<file path="config.mk">
export PLATFORM = sky130hd
export DESIGN_NAME = data_path
export DESIGN_NICKNAME = d
export VERILOG_FILES = /design/src/rtl/datapath_pkg.sv /design/src/rtl/reg32.sv /design/src/rtl/data_path.sv
export SDC_FILE = /design/constraint.sdc
export NUM_CORES = 1
export LEC_CHECK = 0
export CAP_MARGIN = 10
export CORE_AREA = 2 2 120 122
export CTS_CLUSTER_DIAMETER = 50
export DETAILED_ROUTE_END_ITERATION = 8
export DIE_AREA = 0 0 122 124
export MAX_ROUTING_LAYER = met4
export PLACE_DENSITY = 0.74
export SLEW_MARGIN = 20
export SYNTH_ARGS = -nofsm -noshare
export SYNTH_HDL_FRONTEND = slang
export SYNTH_HIERARCHICAL = 1
export SYNTH_SLANG_ARGS = --single-unit
</file>
<file path="constraint.sdc">
create_clock -name clock -period 6.7 [get_ports clock]
set_input_delay 1.34 -clock clock [delete_from_list [all_inputs] [get_ports clock]]
set_output_delay 1.34 -clock clock [all_outputs]
set_load 0.02 [all_outputs]
</file>
<file path="src/rtl/datapath_pkg.sv">
// Purpose: shared widths and bus-source encoding for the register-transfer datapath slice.
// Latency: n/a (types, constants and a combinational helper only).
// Backpressure: none; the controller sequences every transfer explicitly.
package datapath_pkg;

  localparam int DATA_W = 32;
  localparam int IN_W   = 8;

  // Which source currently owns the shared bus.
  typedef enum logic [1:0] {
    SRC_A  = 2'd0,
    SRC_RB = 2'd1,
    SRC_RA = 2'd2,
    SRC_RZ = 2'd3
  } bus_src_t;

  // Fixed priority RZ > RA > RB > A. Several selects at once are legal;
  // the highest one simply wins, so the bus is never left undriven.
  function automatic bus_src_t pick_src(input logic rz_out,
                                        input logic ra_out,
                                        input logic rb_out);
    if (rz_out)      return SRC_RZ;
    else if (ra_out) return SRC_RA;
    else if (rb_out) return SRC_RB;
    else             return SRC_A;
  endfunction

endpackage

</file>
<file path="src/rtl/reg32.sv">
// Purpose: width-parameterised load-enable register with asynchronous clear.
// Latency: d is captured on the rising edge where en=1; q follows immediately after.
// Backpressure: none; holds its value while en=0.
//
// Ports: clk (rising edge), rst (async, active-high, zeroes q),
//        en (load enable), d (next value), q (stored value).
module reg32 #(
  parameter int W = 32
) (
  input  logic         clk,
  input  logic         rst,
  input  logic         en,
  input  logic [W-1:0] d,
  output logic [W-1:0] q
);

  always_ff @(posedge clk or posedge rst) begin
    if (rst) begin
      q <= '0;
    end else if (en) begin
      q <= d;
    end
  end

endmodule

</file>
<file path="src/rtl/data_path.sv">
// Purpose: three registers (RA, RB, RZ) on one shared bus, plus the adders feeding RA and RZ.
// Latency: loads land one rising edge after the enable; the bus itself is combinational.
// Backpressure: none; all sequencing comes from the external control-step logic.
//
// Ports:
//   clock               rising-edge clock for all registers
//   clear               asynchronous active-high reset of RA/RB/RZ
//   A                   external data, zero-extended onto the bus when no register drives it
//   RegisterAImmediate  unsigned immediate added to the bus on every RA load
//   RZout/RAout/RBout   bus drive selects (priority RZ > RA > RB > A)
//   RAin/RBin/RZin      register load enables
//   BusMuxOut           current bus value
module data_path #(
  parameter int DATA_W = 32,
  parameter int IN_W   = 8
) (
  input  logic              clock,
  input  logic              clear,
  input  logic [IN_W-1:0]   A,
  input  logic [IN_W-1:0]   RegisterAImmediate,
  input  logic              RZout,
  input  logic              RAout,
  input  logic              RBout,
  input  logic              RAin,
  input  logic              RBin,
  input  logic              RZin,
  output logic [DATA_W-1:0] BusMuxOut
);

  import datapath_pkg::*;

  logic [DATA_W-1:0] ra_q;
  logic [DATA_W-1:0] rb_q;
  logic [DATA_W-1:0] rz_q;
  logic [DATA_W-1:0] a_ext;
  logic [DATA_W-1:0] imm_ext;
  logic [DATA_W-1:0] ra_d;
  logic [DATA_W-1:0] rz_d;
  bus_src_t          bus_src;

  assign a_ext   = {{(DATA_W-IN_W){1'b0}}, A};
  assign imm_ext = {{(DATA_W-IN_W){1'b0}}, RegisterAImmediate};

  // Bus mux. The default arm always yields zext(A), so no X ever escapes.
  always_comb begin
    bus_src   = pick_src(RZout, RAout, RBout);
    BusMuxOut = a_ext;
    case (bus_src)
      SRC_RZ:  BusMuxOut = rz_q;
      SRC_RA:  BusMuxOut = ra_q;
      SRC_RB:  BusMuxOut = rb_q;
      default: BusMuxOut = a_ext;
    endcase
  end

  // Both sums use pre-edge values, so RA <= RA + imm (RAout with RAin)
  // and simultaneous RA/RZ loads behave as a clean read-modify-write.
  // Carry out is discarded: results wrap modulo 2^DATA_W.
  assign ra_d = BusMuxOut + imm_ext;
  assign rz_d = ra_q + rb_q;

  reg32 #(.W(DATA_W)) u_ra (
    .clk (clock),
    .rst (clear),
    .en  (RAin),
    .d   (ra_d),
    .q   (ra_q)
  );

  reg32 #(.W(DATA_W)) u_rb (
    .clk (clock),
    .rst (clear),
    .en  (RBin),
    .d   (BusMuxOut),
    .q   (rb_q)
  );

  reg32 #(.W(DATA_W)) u_rz (
    .clk (clock),
    .rst (clear),
    .en  (RZin),
    .d   (rz_d),
    .q   (rz_q)
  );

endmodule

</file>
Word level (Yosys, flattened, before mapping)
Cells that the tools add are included.

Register bits after elaboration: 96. Input port bits: 24. Output and inout port bits: 32. Word-level logic and storage cells: 12.

$add $sub $neg: 2. Equal/unequal tests: 3. Muxes and demuxes: 4.

Operator list (number): 32-bit case mux with 3 select lines (1); 32-bit adder (1); 32-bit by 8-bit adder with 32-bit output (1); 2-bit == test (second input constant) (2); 2-bit 2-to-1 mux (2); 2-bit by 1-bit == test with 1-bit output (second input constant) (1); 1-bit 2-to-1 mux (1).

Longest topological paths before layout
Gate-level depths: netlist of the first run.

Depth after elaboration: 6. Mapped depth: 17. Depth with buffers taken out: 13.

By module
Netlist of the first run, hierarchy kept.

Modules (own cells, without submodules): reg32 (instances 3, cells each 69, area each 1348.8 µm², sequential area each 800.8 µm²); data_path (instances 1, cells each 492, area each 3459.6 µm², sequential area each 0.0 µm²).

Worst setup path before layout of the first run
OpenSTA, ideal clock, no wires.

Path type: input -> register. Start point: in RAout. End point: reg u_ra.q[20]. Setup time: 0.125 ns. Arrival: 4.639 ns. Required time: 6.575 ns. Setup slack: 1.936 ns. Stages on the path: 17. Path buffers: 4. Cell sequence: buf_6 -> buf_6 -> buf_2 -> inv_1 -> clkbuf_1 -> nand2_1 -> o22ai_1 -> a21oi_1 -> ha_1 -> fa_1 -> a211oi_1 -> o21ai_0 -> a21oi_1 -> nor2_1 -> nand3_1 -> xnor2_1 -> mux2_4.

Longest elaborated chain between the ends: 5. Elaborated cells between the ends (all ways): 7. Classes of those cells: add/sub (1); eq/ne (3); mux (3).

RTL lines: start, declared (line data_path.sv:22) `input logic RAout,`; 2-bit 2-to-1 mux * (line datapath_pkg.sv:23) `else if (ra_out) return SRC_RA;`; 2-bit 2-to-1 mux * (line datapath_pkg.sv:22) `if (rz_out) return SRC_RZ;`; 2-bit by 1-bit == test with 1-bit output or 2-bit == test (tied branches) (line data_path.sv:48) `case (bus_src)`; 32-bit case mux with 3 select lines * (line data_path.sv:48); via BusMuxOut[0] (line data_path.sv:27) `output logic [DATA_W-1:0] BusMuxOut`; 32-bit by 8-bit adder with 32-bit output * (line data_path.sv:59) `assign ra_d = BusMuxOut + imm_ext;`; via ra_d[20] (line data_path.sv:37) `logic [DATA_W-1:0] ra_d;`; end signal, assigned (line reg32.sv:19) `q <= '0;`; end signal, assigned (line reg32.sv:21) `q <= d;`; end, declared (line reg32.sv:14) `output logic [W-1:0] q`.

Mark *: on every way through the listed nets, which the timed path passes. The rest lies on a longest branch. A chain may end at the register's enable or synchronous reset.

Worst setup path after layout of the first run
Start point: in RBout. End point: out BusMuxOut[20].

Longest elaborated chain between the ends: 5. Elaborated cells between the ends (all ways): 7. Classes of those cells: eq/ne (3); mux (4).

RTL lines: start, declared (line data_path.sv:23) `input logic RBout,`; 1-bit 2-to-1 mux * (line datapath_pkg.sv:24) `else if (rb_out) return SRC_RB;`; 2-bit 2-to-1 mux * (line datapath_pkg.sv:23); 2-bit 2-to-1 mux * (line datapath_pkg.sv:22); 2-bit by 1-bit == test with 1-bit output or 2-bit == test (tied branches) (line data_path.sv:48); 32-bit case mux with 3 select lines * (line data_path.sv:48); end, declared (line data_path.sv:27).

Every way passes the cells marked *; elsewhere a longest branch is shown, timed or not.

==> flow_metrics.py, run 1 <==
metrics = {
    "clocking": {
        "clk-insertion-delay-late_ns": 0.35,
        "cts_max_level": 3,
        "cts_resized": 0,
        "cts-buffers-inserted": 9,
        "cts_tree": "yes",
        "root_buffer": "clkbuf_16",
        "clkSinkCount": 96,
        "hold_buffers": 0,
        "clkTransAtPathRegs_ns": 0.06,
        "clockBufferDepth": 2,
        "post_cts_buffers": 0,
    },
    "cells_and_area": {
        "drive_gt1_share_pct": 19.7,
        "fin_cells": 921,
        "antenna_cells": 0,
        "nets": 802,
        "final_util_pct": 60.2,
        "area_growth_syn_to_layout_pct": 10.1,
        "nFillCells": 1148,
    },
    "critical_path": {
        "rr_worst_depth": 11,
        "cp-end-kind": "primary output",
        "rr_startpoint": "u_ra/q[0]$_DFFE_PP0P_",
        "cp.arrival_ns": 4.52,
        "critPathMaxFanout": 13,
        "cp.required_ns": 5.36,
        "timing.rr.end": "u_rz/q[30]$_DFFE_PP0P_",
        "critPathKind": "primary input to primary output",
        "r2r_slack_ns": 3.14,
        "start_kind": "primary input",
    },
    "synth": {
        "netlist_area_mm2": 0.00751,
        "synth_most_common_cell": "dfrtp_1",
        "syn_area_per_cell_um2": 10.7,
        "synth_area_leaders": "dfrtp_1 32%, mux2_4 18%, ha_1 6.5%, xnor2_1 3.7%, a21oi_1 3.1%",
        "async_flop_share_pct": 100,
        "synth_cell_type_count": 66,
        "ys_ff_latch": 96,
        "synth_common_cells": "96 x dfrtp_1, 90 x mux2_4, 52 x nand2_1",
        "ys.flop_type": "dfrtp_1",
        "ys_warn_count": 6,
        "synth_cells": 699,
        "yosysTopAreaCell": "dfrtp_1",
        "synth_top_area_share_pct": 32.0,
        "synth_edf_count": 0,
        "yosysSeqAreaShare_pct": 32.0,
        "synth_fp_nets": 764,
    },
    "hold_path": {
        "min_path_type": "flop to flop",
        "min_from": "u_rz/q[13]$_DFFE_PP0P_",
        "min_to": "u_rz/q[13]$_DFFE_PP0P_",
        "whs_path_depth": 1,
    },
    "job": {
        "drv_cap": 0,
    },
    "routing": {
        "drt-pass1-iter-count": 5,
        "drt-initial-drc-count": 305,
        "vias": 5685,
        "viasPerCell": 6.17,
        "wl_per_cell_um": 20.0,
        "drt-total-wl_um": 18400,
        "antenna_left": 0,
        "drc_errors": 0,
    },
    "floorplanning": {
        "fp.dieW_um": 122,
        "std_cell_rows": 43,
        "core-area_mm2": 0.0137,
        "start_util_pct": 54.7,
        "die_area_mm2": 0.0151,
        "die_height_um": 124,
        "io_pins": 56,
    },
    "global_routing": {
        "grt_usage_pct": 26.3,
        "overflow": 0,
        "grt_pass1_vias": 5799,
        "antenna_found_initial": 0,
        "grt_pass1_wl_um": 30100,
        "grt_max_degree": 33,
    },
    "timing": {
        "worst_slew_margin_rel_pct": 23.9,
        "hold_viol": 0,
        "rsz0062_at_grt": "no",
        "fin_ws_ns": 0.844,
        "fin_crit_ns": 5.86,
        "setup_tns_ns": 0,
        "setup_viol": 0,
        "finalCritPeriodShare_pct": 87.4,
        "maxSlewViolCount": 0,
        "finClkSkew_ns": 0.00857,
        "worst_slew_pin_slew_ns": 1.14,
        "timing.fmax_mhz": 171,
    },
    "outcome": {
        "status": "complete, no violations",
    },
    "place": {
        "gp_congestion": 0.912,
        "dp_cells": 905,
        "post-place-ws_ns": 0.947,
        "place_hpwl_um": 13100,
        "io_buffers": 55,
    },
    "pwr": {
        "ir_worst_vdd_v": 0.000250,
        "power.leakage_nw": 3.65,
        "finalPower_w": 0.00417,
        "pwr_density_cell_mw_per_mm2": 504,
    },
}
==> cells in the final DEF (no fill, tap or decap), types with 8 or more instances in the layout <==
| cell type | count |
|---|---|
| mux2_4 | 90 |
| nand4_1 | 8 |
| nor2_1 | 37 |
| a22oi_1 | 9 |
| nand3b_1 | 9 |
| nand2_1 | 52 |
| dfrtp_1 | 96 |
| inv_1 | 21 |
| xnor2_1 | 32 |
| o22ai_1 | 16 |
| o21ai_0 | 32 |
| o21a_1 | 8 |
| clkdlybuf4s50_1 | 52 |
| clkbuf_16 | 9 |
| xor2_1 | 23 |
| nand2b_1 | 8 |
| ha_1 | 39 |
| o21ai_1 | 8 |
| a21oi_1 | 47 |
| nor2b_1 | 15 |
| nand3_1 | 14 |
==> critical path, cell delays in order <==
cell,delay [ns]
clkdlybuf4s50_1,0.90
nor2b_1,0.88
a22oi_1,0.19
o21ai_1,0.48
clkdlybuf4s50_1,0.71
==> power breakdown <==
part | internal, W | total (W) | switching, W
logic | 0.00126 | 0.00258 | 0.00132
registers | 0.000841 | 0.00107 | 0.000229
clock network | 0.000290 | 0.000512 | 0.000222
total | 0.00239 | 0.00417 | 0.00177
==> worst max path at each step <==
stage / from / endpoint / slack (ns) / cells past startpoint
CTS: RBout / BusMuxOut[20] / 0.95 / 5
global placement: RBout / BusMuxOut[20] / 1.09 / 5
finish: RBout / BusMuxOut[20] / 0.84 / 5
floorplan: RAout / u_ra/q[20]$_DFFE_PP0P_ / 1.94 / 17
global route: RBout / BusMuxOut[20] / 0.73 / 5
detailed placement: RBout / BusMuxOut[20] / 0.95 / 5
==> registers in the layout (all words and copies together) (netlist names) <==
register and count:
u_rb/q 32, u_ra/q 32, u_rz/q 32
==> per-stage QoR <==
stage / hold WS [ns] / instance area [um^2]
5_1_grt: 0.531 / 8260
3_5_place_dp: 0.494 / 7950
4_1_cts: 0.513 / 8240
3_3_place_gp: 0.493 / 7950
6_report: 0.512 / 8260
2_1_floorplan: 0.481 / 7510
==> final cells by class <==
cell class | count | area, um^2 | share of cell area [%]
inverter | 22 | 85.1 | 1.03
clock inverter | 2 | 12.5 | 0.151
sequential | 96 | 2400 | 29.1
clock buffer | 13 | 280 | 3.39
multi-input combinational | 546 | 4650 | 56.3
timing repair buffer | 62 | 603 | 7.30
tap | 180 | 225 | 2.73
==> layer usage <==
layer	track usage, %	wire length (um)
met3	3.53	937
met1	33.6	8160
met4	8.91	382
met5	-	0
met2	43.4	8940
==> cell families (layout without fill, tap and decap cells) <==
logic type                 Yosys count  count (layout)  share of synthesized area [%]
and+or+nand+nor                    173             173                           13.1
adders and majority gates           41              41                           7.03
muxes                               96              96                           18.9
AOI/OAI and AO/OA                  181             181                           16.5
buffers and inverters               57              99                           5.98
xor gates and xnor gates            55              55                           6.42
DFF                                 96              96                           32.0
Note: power is estimated with default switching activity, not from simulation.
==> run 2, diff against run 1 <==
--- a/config.mk
+++ b/config.mk
@@ -12,7 +12,8 @@
 export DIE_AREA = 0 0 122 124
 export MAX_ROUTING_LAYER = met4
 export PLACE_DENSITY = 0.74
-export SLEW_MARGIN = 20
+export SKIP_LAST_GASP = 1
+export SLEW_MARGIN = 15
 export SYNTH_ARGS = -nofsm -noshare
 export SYNTH_HDL_FRONTEND = slang
 export SYNTH_HIERARCHICAL = 1
==> flow_metrics.py, run 2 (same netlist as run 1, synthesis figures left out) <==
metrics = {
    "routing": {
        "drt-total-wl_um": 18400,
        "drc_errors": 0,
        "wl_per_cell_um": 20.0,
        "vias": 5693,
        "drt-pass1-iter-count": 5,
        "drt-initial-drc-count": 283,
        "viasPerCell": 6.19,
        "antenna_left": 0,
    },
    "outcome": {
        "status": "complete, no violations",
    },
    "global_routing": {
        "grt_usage_pct": 26.3,
        "antenna_found_initial": 0,
        "overflow": 0,
        "grt_pass1_wl_um": 30100,
        "grt_pass1_vias": 5799,
        "grt_max_degree": 33,
    },
    "critical_path": {
        "critPathMaxFanout": 13,
        "critPathKind": "primary input to primary output",
        "crit_start": "RBout",
        "cp.arrival_ns": 4.46,
        "start_kind": "primary input",
        "cp.required_ns": 5.36,
        "cp-end-kind": "primary output",
        "rr_startpoint": "u_ra/q[0]$_DFFE_PP0P_",
    },
    "place": {
        "gp_congestion": 0.912,
        "post_dp_cell_area_mm2": 0.00795,
        "place_hpwl_um": 13100,
        "io_buffers": 55,
    },
    "timing": {
        "setup_tns_ns": 0,
        "finClkSkew_ns": 0.00801,
        "fin_crit_ns": 5.80,
        "worst_slew_pin_slew_ns": 1.17,
        "setup_viol": 0,
        "finalCritPeriodShare_pct": 86.5,
        "timing.fmax_mhz": 173,
        "hold_viol": 0,
        "worst_slew_margin_rel_pct": 21.8,
        "rsz0062_at_grt": "no",
        "maxSlewViolCount": 0,
    },
    "clocking": {
        "cts_max_level": 3,
        "clockBufferDepth": 2,
        "cts-buffers-inserted": 9,
        "post_cts_buffers": 0,
        "root_buffer": "clkbuf_16",
        "clk-insertion-delay-late_ns": 0.35,
        "clkTransAtPathRegs_ns": 0.06,
        "clkSinkCount": 96,
        "hold_buffers": 0,
        "cts_resized": 0,
        "cts_tree": "yes",
    },
    "pwr": {
        "ir_worst_vdd_v": 0.000249,
        "finalPower_w": 0.00416,
        "pwr-share-comb_pct": 62.0,
        "intPower_w": 0.00239,
        "clock_power_share_pct": 12.3,
        "pwr_density_cell_mw_per_mm2": 505,
        "power.leakage_nw": 3.64,
        "swShare_pct": 42.5,
        "p_seq_share_pct": 25.7,
        "p_switching_w": 0.00177,
    },
    "floorplanning": {
        "fp.dieW_um": 122,
        "start_util_pct": 54.7,
        "die_area_mm2": 0.0151,
        "core-area_mm2": 0.0137,
        "std_cell_rows": 43,
        "io_pins": 56,
        "die_height_um": 124,
    },
    "cells_and_area": {
        "final_cell_mix": "96 x dfrtp_1, 90 x mux2_4, 52 x nand2_1, 52 x clkdlybuf4s50_1, 47 x a21oi_1",
        "final_common_cell": "dfrtp_1",
        "reg.largest.list": "u_ra/q: 32 flops, u_rb/q: 32 flops, u_rz/q: 32 flops",
        "drive_gt1_share_pct": 19.6,
        "nets": 801,
        "final_util_pct": 60.1,
        "finish.instance_area_mm2": 0.00824,
        "area_growth_syn_to_layout_pct": 9.78,
        "antenna_cells": 0,
    },
    "job": {
        "drv_cap": 0,
    },
    "hold_path": {
        "min_path_type": "flop to flop",
        "min_from": "u_rz/q[13]$_DFFE_PP0P_",
    },
}
[run 2: cell count changes in the layout (fill, tap and decap cells not counted)]
cell,change
buf_12,-1
buf_4,-1
buf_2,+1
[run 2: through the flow]
stage / hold slack (ns) / worst slack [ns] / instances
floorplan: 0.481 / 1.94 / 699
global placement: 0.493 / 1.09 / 905
detailed placement: 0.494 / 0.947 / 905
finish: 0.512 / 0.903 / 920
CTS: 0.513 / 0.948 / 920
global route: 0.531 / 0.725 / 920
[run 2: power groups by stage]
stage                     Combinational [W]  Clock [W]  Sequential, W
after floorplan                     0.00201          0       0.000988
after global placement              0.00247          0        0.00106
after detailed placement            0.00254          0        0.00106
after CTS                           0.00255   0.000522        0.00106
after global routing                0.00281   0.000543        0.00110
final                               0.00258   0.000512        0.00107
[run 2: area by class of cell]
class / instances / area (um^2)
Clock buffer: 13 / 280
Timing Repair Buffer: 61 / 581
Clock inverter: 2 / 12.5
Sequential cell: 96 / 2400
Inverter: 22 / 85.1
Tap cell: 180 / 225
Fill cell: 1150 / 5480
Multi-Input combinational cell: 546 / 4650
[run 2: worst paths after layout]
check                                          to  slack [ns]  cells past startpoint
min in group asynchronous   u_rz/q[0]$_DFFE_PP0P_        1.45                      3
hold reg to reg            u_rz/q[13]$_DFFE_PP0P_        0.51                      1
hold / removal             u_rz/q[13]$_DFFE_PP0P_        0.51                      1
max in group asynchronous  u_rb/q[20]$_DFFE_PP0P_        4.87                      3
setup / recovery                    BusMuxOut[27]        0.90                      5
setup reg to reg           u_rz/q[30]$_DFFE_PP0P_        3.11                     11
[run 2: worst max-delay path, cell delays in order]
cell	delay, ns
clkdlybuf4s50_1	0.90
nor2b_1	0.86
a22oi_1	0.16
o21ai_1	0.47
clkdlybuf4s50_1	0.71
[run 2: metal layers]
layer / GRT usage, % / share of wire [%] / vias up
li1: - / - / 2626
met1: 33.6 / 45 / 2875
met3: 3.53 / 4.2 / 29
met2: 43.4 / 49 / 163
met5: - / 0 / -
met4: 8.91 / 1.9 / 0
==> run 3, diff against run 2 <==
--- a/config.mk
+++ b/config.mk
@@ -11,7 +11,7 @@
 export DETAILED_ROUTE_END_ITERATION = 8
 export DIE_AREA = 0 0 122 124
 export MAX_ROUTING_LAYER = met4
-export PLACE_DENSITY = 0.74
+export PLACE_DENSITY = 0.81
 export SKIP_LAST_GASP = 1
 export SLEW_MARGIN = 15
 export SYNTH_ARGS = -nofsm -noshare
==> flow_metrics.py, run 3 (same netlist as run 1, synthesis figures left out) <==
metrics = {
    "routing": {
        "antenna_left": 0,
        "viasPerCell": 6.28,
        "wl_per_cell_um": 20.5,
        "vias": 5789,
        "drt-total-wl_um": 18900,
        "drc_errors": 0,
        "drt-pass1-iter-count": 5,
        "drt-initial-drc-count": 366,
    },
    "clocking": {
        "hold_buffers": 0,
        "cts_resized": 0,
        "clkTransAtPathRegs_ns": 0.06,
        "post_cts_buffers": 0,
        "clk-insertion-delay-late_ns": 0.36,
        "clockBufferDepth": 2,
        "cts-buffers-inserted": 9,
        "cts_tree": "yes",
        "clkSinkCount": 96,
        "root_buffer": "clkbuf_16",
        "cts_max_level": 3,
    },
    "timing": {
        "rsz0062_at_grt": "no",
        "setup_viol": 0,
        "worst_slew_pin_slew_ns": 1.21,
        "timing.fmax_mhz": 178,
        "fin_crit_ns": 5.61,
        "worst_slew_margin_rel_pct": 19.5,
        "maxSlewViolCount": 0,
        "finClkSkew_ns": 0.00931,
        "finalCritPeriodShare_pct": 83.7,
        "hold_viol": 0,
        "setup_tns_ns": 0,
    },
    "global_routing": {
        "grt_pass1_wl_um": 30600,
        "overflow": 0,
        "grt_max_degree": 33,
        "grt_usage_pct": 26.6,
        "antenna_found_initial": 0,
        "grt_pass1_vias": 5975,
    },
    "cells_and_area": {
        "nets": 802,
        "final_cell_mix": "96 x dfrtp_1, 90 x mux2_4, 52 x nand2_1, 52 x clkdlybuf4s50_1, 47 x a21oi_1",
        "area_growth_syn_to_layout_pct": 9.73,
        "reg.largest.list": "u_ra/q: 32 flops, u_rb/q: 32 flops, u_rz/q: 32 flops",
        "drive_gt1_share_pct": 19.4,
        "antenna_cells": 0,
        "final_common_cell": "dfrtp_1",
        "regArea_mm2": 0.00240,
        "nFillCells": 1085,
        "multiInputGateArea_mm2": 0.00465,
    },
    "floorplanning": {
        "die_area_mm2": 0.0151,
        "core-area_mm2": 0.0137,
        "io_pins": 56,
        "start_util_pct": 54.7,
        "die_height_um": 124,
        "std_cell_rows": 43,
        "fp.dieW_um": 122,
    },
    "place": {
        "gp_congestion": 0.916,
        "io_buffers": 55,
        "place_hpwl_um": 13200,
    },
    "job": {
        "drv_cap": 0,
    },
    "hold_path": {
        "min_path_type": "flop to flop",
        "min_to": "u_rz/q[11]$_DFFE_PP0P_",
        "whs_path_depth": 1,
        "min_from": "u_rz/q[11]$_DFFE_PP0P_",
    },
    "pwr": {
        "pwr_density_cell_mw_per_mm2": 509,
        "ir_worst_vdd_v": 0.000258,
        "finalPower_w": 0.00419,
        "power.leakage_nw": 3.64,
    },
    "critical_path": {
        "rr_startpoint": "u_rb/q[0]$_DFFE_PP0P_",
        "cp.required_ns": 5.36,
        "start_kind": "primary input",
        "critPathMaxFanout": 10,
        "cp.arrival_ns": 4.27,
        "timing.rr.end": "u_rz/q[30]$_DFFE_PP0P_",
        "r2r_slack_ns": 3.03,
        "critPathKind": "primary input to primary output",
        "cp-end-kind": "primary output",
        "rr_worst_depth": 11,
    },
    "outcome": {
        "status": "complete, no violations",
    },
}
[run 3: changes by cell type in the layout (fill, tap and decap cells not counted), sizes merged]
cell	delta
buf	+1
clkinv	+2
clkbuf	-1
clkinvlp	-1
bufinv	+1
[run 3: through the flow]
step	hold WS [ns]	cell area [um^2]	util (%)	cells	setup slack (ns)
after floorplan	0.481	7510	-	699	1.94
after global placement	0.493	7960	58.0	906	1.18
after detailed placement	0.495	7960	58.0	906	1.13
after CTS	0.513	8240	60.0	922	1.12
after global routing	0.520	8240	60.0	922	0.927
final	0.511	8240	60.0	922	1.09
[run 3: power breakdown]
group          leakage, nW  internal (W)  total (W)  switching [W]
Combinational         2.35       0.00127    0.00261        0.00134
Clock                0.140      0.000288   0.000516       0.000227
Sequential            1.15      0.000841    0.00107       0.000231
Total                 3.64       0.00239    0.00419        0.00180
[run 3: per-layer routing]
| layer | global-route usage (%) | up-vias | part of all wire [%] |
|---|---|---|---|
| met5 | - | - | 0 |
| met3 | 2.66 | 56 | 4.6 |
| met1 | 32.9 | 2887 | 43 |
| li1 | - | 2626 | - |
| met2 | 43.9 | 220 | 49 |
| met4 | 12.7 | 0 | 3.1 |
[run 3: how the worst max path moves through the flow]
stage,start,endpoint,slack (ns),cells past startpoint
after floorplan,RAout,u_ra/q[20]$_DFFE_PP0P_,1.94,17
after global placement,RBout,BusMuxOut[30],1.18,5
after detailed placement,RBout,BusMuxOut[27],1.13,5
after CTS,RBout,BusMuxOut[27],1.12,5
after global routing,RBout,BusMuxOut[27],0.93,5
final,RBout,BusMuxOut[27],1.09,5
[run 3: cell type report]
class	instances	area share (%)
sequential	96	29.2
clock inverter	4	0.547
inverter	22	1.03
timing repair buffer	62	7.14
tap	180	2.73
multi-input combinational	546	56.5
clock buffer	12	2.87
[run 3: worst max-delay path, stage by stage]
cell and delay (ns):
clkdlybuf4s50_1 0.78, nor2b_1 0.77, a22oi_1 0.16, o21ai_1 0.49, clkdlybuf4s50_1 0.71
